### src/rtl/mac_seq_controller.sv
// Purpose : Moore sequencer for a multiply-accumulate datapath (INIT, then MULT/ADD/WB/CHECK per iteration, then DONE).
// Latency : done pulses 2+N*(MULT_LAT+3) cycles after the start edge for N>=1, 1 cycle after for N=0.
// Backpressure: none; start is sampled only while idle. Optional abort port enabled by defining MAC_ABORT_EN.
module mac_seq_controller #(
    parameter int CNT_W    = 4,
    parameter int MULT_LAT = 1
) (
    input  logic             clk,
    input  logic             rst,
    input  logic             start,
    input  logic [CNT_W-1:0] iter_count,
`ifdef MAC_ABORT_EN
    input  logic             abort,
`endif
    output logic             load_a,
    output logic             acc_clr,
    output logic             mult_en,
    output logic             acc_en,
    output logic             wb_en,
    output logic             load_sel,
    output logic             busy,
    output logic             done,
    output logic [CNT_W-1:0] iter_idx
);

    localparam int WAIT_W = (MULT_LAT > 1) ? $clog2(MULT_LAT) : 1;
    localparam logic [WAIT_W-1:0] WAIT_LAST = WAIT_W'(MULT_LAT - 1);

    typedef enum logic [2:0] {
        S_IDLE,
        S_INIT,
        S_MULT,
        S_ADD,
        S_WB,
        S_CHECK,
        S_DONE
    } state_t;

    state_t            state;
    state_t            state_nxt;
    logic [CNT_W-1:0]  limit;
    logic [CNT_W-1:0]  limit_nxt;
    logic [CNT_W-1:0]  idx_nxt;
    logic [WAIT_W-1:0] wait_cnt;
    logic [WAIT_W-1:0] wait_nxt;

    // State and counter registers; reset clears everything so outputs drop immediately.
    always_ff @(posedge clk or negedge rst) begin
        if (!rst) begin
            state    <= S_IDLE;
            limit    <= '0;
            iter_idx <= '0;
            wait_cnt <= '0;
        end else begin
            state    <= state_nxt;
            limit    <= limit_nxt;
            iter_idx <= idx_nxt;
            wait_cnt <= wait_nxt;
        end
    end

    // Next-state and counter update; the index is only touched on entry to INIT and in CHECK.
    always_comb begin
        state_nxt = state;
        limit_nxt = limit;
        idx_nxt   = iter_idx;
        wait_nxt  = wait_cnt;
        case (state)
            S_IDLE: begin
                if (start) begin
                    if (iter_count != '0) begin
                        state_nxt = S_INIT;
                        limit_nxt = iter_count;
                        idx_nxt   = '0;
                        wait_nxt  = '0;
                    end else begin
                        state_nxt = S_DONE;
                    end
                end
            end
            S_INIT: begin
                state_nxt = S_MULT;
            end
            S_MULT: begin
                if (wait_cnt == WAIT_LAST) begin
                    state_nxt = S_ADD;
                    wait_nxt  = '0;
                end else begin
                    wait_nxt = wait_cnt + WAIT_W'(1);
                end
            end
            S_ADD: begin
                state_nxt = S_WB;
            end
            S_WB: begin
                state_nxt = S_CHECK;
            end
            S_CHECK: begin
                // limit is never 0 here, so limit-1 cannot underflow; the index stops at
                // limit-1 and therefore never wraps even for the all-ones count.
                if (iter_idx == (limit - CNT_W'(1))) begin
                    state_nxt = S_DONE;
                end else begin
                    state_nxt = S_MULT;
                    idx_nxt   = iter_idx + CNT_W'(1);
                    wait_nxt  = '0;
                end
            end
            S_DONE: begin
                state_nxt = S_IDLE;
            end
            default: begin
                state_nxt = S_IDLE;
            end
        endcase
`ifdef MAC_ABORT_EN
        // Abort overrides every other transition in busy states; the index is left as-is.
        if (abort && (state != S_IDLE) && (state != S_DONE)) begin
            state_nxt = S_IDLE;
            limit_nxt = limit;
            idx_nxt   = iter_idx;
            wait_nxt  = wait_cnt;
        end
`endif
    end

    // Moore output decode from the registered state only.
    always_comb begin
        load_a   = 1'b0;
        acc_clr  = 1'b0;
        mult_en  = 1'b0;
        acc_en   = 1'b0;
        wb_en    = 1'b0;
        load_sel = 1'b0;
        busy     = (state != S_IDLE) && (state != S_DONE);
        done     = 1'b0;
        case (state)
            S_INIT: begin
                load_a  = 1'b1;
                acc_clr = 1'b1;
            end
            S_MULT:  mult_en = 1'b1;
            S_ADD:   acc_en  = 1'b1;
            S_WB: begin
                wb_en    = 1'b1;
                load_sel = 1'b1;
            end
            S_DONE:  done = 1'b1;
            default: begin
            end
        endcase
    end

endmodule

### config.mk
export PLATFORM = sky130hd
export DESIGN_NAME = mac_seq_controller
export DESIGN_NICKNAME = d
export VERILOG_FILES = /design/src/rtl/mac_seq_controller.sv
export SDC_FILE = /design/constraint.sdc
export NUM_CORES = 1
export LEC_CHECK = 0
export CAP_MARGIN = 40
export CORE_ASPECT_RATIO = 1.25
export CORE_MARGIN = 4
export CORE_UTILIZATION = 35
export CTS_CLUSTER_SIZE = 12
export DETAILED_ROUTE_END_ITERATION = 8
export PLACE_DENSITY = 0.68
export SYNTH_ARGS = -nofsm -noshare
export SYNTH_HDL_FRONTEND = slang
export SYNTH_SLANG_ARGS = --single-unit
### constraint.sdc
create_clock -name clk -period 4.15 [get_ports clk]
set_input_delay 0.83 -clock clk [delete_from_list [all_inputs] [get_ports clk]]
set_output_delay 0.83 -clock clk [all_outputs]
set_load 0.05 [all_outputs]
# After elaboration in Yosys (flattened, before gate mapping)
# Index checks and enable logic that the tools add are counted.
[totals] reg_bits=12 input_bits=7 output_inout_bits=12 word_cells=48
[classes] n_addsub=3 n_eq_ne=12 mux=19 reduce_logical=10
[op_table] operator="$pmux W3 S6" n=1
[op_table] operator="$mux W3" n=4
[op_table] operator="$mux W4" n=3
[op_table] operator="$eq A3 B3 Y1 const B" n=3
[op_table] operator="$mux W1" n=9
[op_table] operator="$ne A2 B2 Y1 const B" n=4
[op_table] operator="$pmux W4 S2" n=1
[op_table] operator="$reduce_and A4 Y1" n=2
[op_table] operator="$eq A3 B2 Y1 const B" n=2
[op_table] operator="$reduce_bool A3 Y1" n=2
[op_table] operator="$add A4 B1 Y4 const B" n=1
[op_table] operator="$eq A4 B4 Y1" n=1
[op_table] operator="$reduce_bool A4 Y1" n=1
[op_table] operator="$sub A4 B1 Y4 const B" n=1
[op_table] operator="$eq A3 B1 Y1 const B" n=1
[op_table] operator="$logic_not A3 Y1" n=1
[op_table] operator="$ne A3 B3 Y1 const B" n=1
[op_table] operator="$pmux W1 S3" n=1
[op_table] operator="$reduce_and A3 Y1" n=1
[op_table] operator="$reduce_and A2 Y1" n=1
[op_table] operator="$reduce_bool A2 Y1" n=1
[op_table] operator="$add A1 B1 Y1 const B" n=1
[op_table] operator="$logic_and A1 B1 Y1" n=1

# Longest topological paths before layout
[depth] depth_word=4 mapped_depth=6 depth_no_buf=6

# Worst setup path after synthesis
# OpenSTA, ideal clock, no wires.
[synth_path] kind="flip-flop to output port" from="reg state[0]" to="out load_a" arrival_time_ns=2.171 required_time_ns=3.320 path_slack_ns=1.149 stages_incl_launch_ff=5 n_path_buf=2 cell_sequence="dfrtp_1 > clkbuf_1 > inv_1 > nor3_1 > buf_4"
[synth_between] elab_chain_cells=2
[synth_lines] element="start, declared" line="39" text="state_t state;"
[synth_lines] element="start signal, assigned" line="55" text="state <= state_nxt;"
[synth_lines] element="$eq A3 B1 Y1"
[synth_lines] element="$mux W1"
[synth_lines] element="end, declared" line="15" text="output logic load_a,"
# No other way between the ends.

# Worst setup path after layout
[layout_path] from="reg state[0]" to="out acc_en"
[layout_between] elab_chain_cells=2
[layout_lines] element="$eq A3 B2 Y1" line="137" text="case (state)"
[layout_lines] element="$mux W1" line="137"
[layout_lines] element="end, declared" line="18" text="output logic acc_en,"
# No other way between the ends.

==> key figures <==
Floorplanning
  – Num ports: 19
  – Die H: 60.4 um
  – Initial Util: 38.0%
  – Core Area: 2030 um2
  – Die W: 49.9 um
  – Die area: 3020 um2
  – Site row count: 18

Drt
  – Post-route ant nets: 0
  – Initial DRC count: 5
  – Drt drc: 0
  – Met2 WL post-DR: 785 um
  – Vias after detailed routing: 631
  – Drt pass-1 iters: 3
  – Via density: 5.54
  – Highest routed layer: met4
  – Routed wire length on met3: 53 um
  – Total routed wirelength: 1.57 mm
  – Avg WL per Cell: 13.8 um
  – WL met1: 699 um

Clock tree
  – CTS H-tree depth: 1
  – Hold buffers post-CTS: 0
  – CTS clk-pin slew, worst paths: 0.07 ns
  – Num CTS Buffers: 3
  – CTS tree: built
  – # clock sinks: 11
  – Clk root buf: clkbuf_4
  – CTS max path bufs: 2
  – Setup repair bufs after CTS: 0
  – Clk Latency, worst-skew pair: 0.27 ns
  – # resized after CTS: 0

Yosys
  – Post-synth top flop: dfrtp_1
  – Top cells by area, synth: dfrtp_1, mux2_2, xor2_1
  – Mapped Nets: 86
  – Top cells by instance count after synthesis: dfrtp_1, inv_1, nor3_1, mux2_2
  – Synth Register Bits: 11
  – Seq/Total Area, Yosys: 35.8%
  – Mapped cell area: 769 um2
  – Synth area leader: dfrtp_1
  – Avg Inst Size Synth: 9.99 um2
  – Post-synth ARST share: 100%
  – Yosys cell types: 36
  – Post-synth EDFFs: 0
  – Cells after Synth: 77
  – Top cell type's share of synthesized area: 35.8%
  – Ys Warns: 0
  – Most common cell in the synthesized netlist: dfrtp_1

Outcome
  – Outcome: complete, no violations

Global route
  – Largest net degree at the start of global routing: 15
  – Initial antenna violation count: 0
  – Vias in the first global route: 609
  – Total GRT Usage: 11.9%
  – First-pass GRT wire length: 2.75 mm
  – Grt ovf: 0

STA
  – Final Hold Fails: 0
  – Peak Freq: 0.352 GHz
  – RSZ-0062 raised after global routing: no
  – Worst-Margin Slew: 0.513 ns
  – Slew Limit Fails: 0
  – Fin Clk Skew: 0.000552 ns
  – Final setup TNS: 0 ns
  – Fin crit period: 2.84 ns
  – Rel. slew slack: 65.7%
  – Worst setup margin: 1.31 ns
  – Tcrit/Tclk final: 68.4%
  – # setup viols final: 0

Placed design
  – DP Cell Count: 110
  – Post-detail-place hpwl: 1.28 mm
  – Final GP Congestion: 0.733
  – I/O Buffers: 18
  – Place WS: 1.61 ns

Worst setup path
  – WP data required: 3.32 ns
  – CP max stage delay: 0.85 ns
  – Crit end category: output port
  – Type of origin of the critical path: register
  – Crit path max-delay cell type: clkdlybuf4s50_1
  – Reg2Reg Setup Slack: 2.33 ns
  – CP Buf/Inv Count: 2
  – CP arrival: 2.01 ns
  – CP Max Fanout: 9
  – CP cell instances: inv_1, nor3b_1, clkdlybuf4s50_1
  – Crit Path Category: register to output port
  – CP top delay family: buffers and inverters

Cells and area
  – Fraction of layout cells with a size suffix above 1: 16.0%
  – P&R area growth vs syn: 26.7%
  – Diode count: 0
  – Final nets: 104
  – Post-layout instance count excluding filler cells: 114

Hold path
  – Hold Path Class: register to register

Job
  – Max-Cap Viols: 0
## logic make-up after synthesis
logic type,after synthesis,share of synthesized area [%]
adders and majority gates,2,3.25
DFF,11,35.8
xor gates and xnor gates,6,9.76
muxes,6,8.45
AOI/OAI and AO/OA,13,14.0
and+or+nand+nor,28,22.4
buffers and inverters,11,6.34
## final cells by class
cell class,count,area (um2)
clock buffer,4,26.3
fill,193,1050
inverter,6,22.5
multi-input combinational,55,445
sequential,11,275
tap,20,25.0
timing repair buffer,18,180
## worst register-to-register path: stages (launching register included)
cell	delay, ns
dfrtp_1	0.42
inv_1	0.07
ha_1	0.30
xor2_1	0.27
nand3_2	0.12
o21ai_1	0.36
mux2i_1	0.22
## state kept, by name, indices dropped and copies added, names as in the netlist
signal / count
state: 3
iter_idx: 4
limit: 4
## stage by stage
stage | hold WS [ns] | utilization, % | cell area, um2
after CTS | 0.572 | 48.1 | 975
after global placement | 0.543 | 46.8 | 948
after global routing | 0.604 | 48.1 | 975
final | 0.567 | 48.1 | 975
after floorplan | 0.523 | - | 769
after detailed placement | 0.555 | 46.8 | 948
## cells in the final DEF, fill, tap and decap left out
cell	n
a211oi_1	1
a21oi_1	3
a221oi_1	2
a311oi_1	1
a41oi_1	1
a41oi_2	1
and3_1	2
and3_4	1
and3b_1	1
clkbuf_1	1
clkbuf_4	3
clkdlybuf4s50_1	18
dfrtp_1	11
ha_1	2
inv_1	6
mux2_2	4
mux2i_1	2
nand2_1	3
nand2_2	1
nand2b_1	3
nand3_1	2
nand3_2	1
nand3b_1	1
nor2_1	2
nor3_1	5
nor3_2	1
nor3b_1	2
nor4_1	1
o21ai_0	1
o21ai_1	1
o31ai_2	1
o41a_1	1
or3_1	2
xnor2_1	1
xnor2_2	1
xnor3_2	1
xor2_1	3
## metal layers
layer / global-route usage [%] / vias up
met1: 13.3 / 300
met2: 22.5 / 13
met3: 1.47 / 5
met4: 5.93 / 0
met5: 0 / -
li1: - / 313
## path summary, 6_finish.rpt
path / startpoint / end / cells after the start
min reg2reg: limit[3] / limit[3] / 1
max reg2reg: limit[0] / iter_idx[1] / 6
max: state[0] / acc_en / 3
min in group asynchronous: rst / iter_idx[3] / 1
max in group asynchronous: rst / state[0] / 1
min: limit[3] / limit[3] / 1
Power is not shown: default switching activity piles up to over one toggle a cycle in this logic, so the estimate is an artifact.
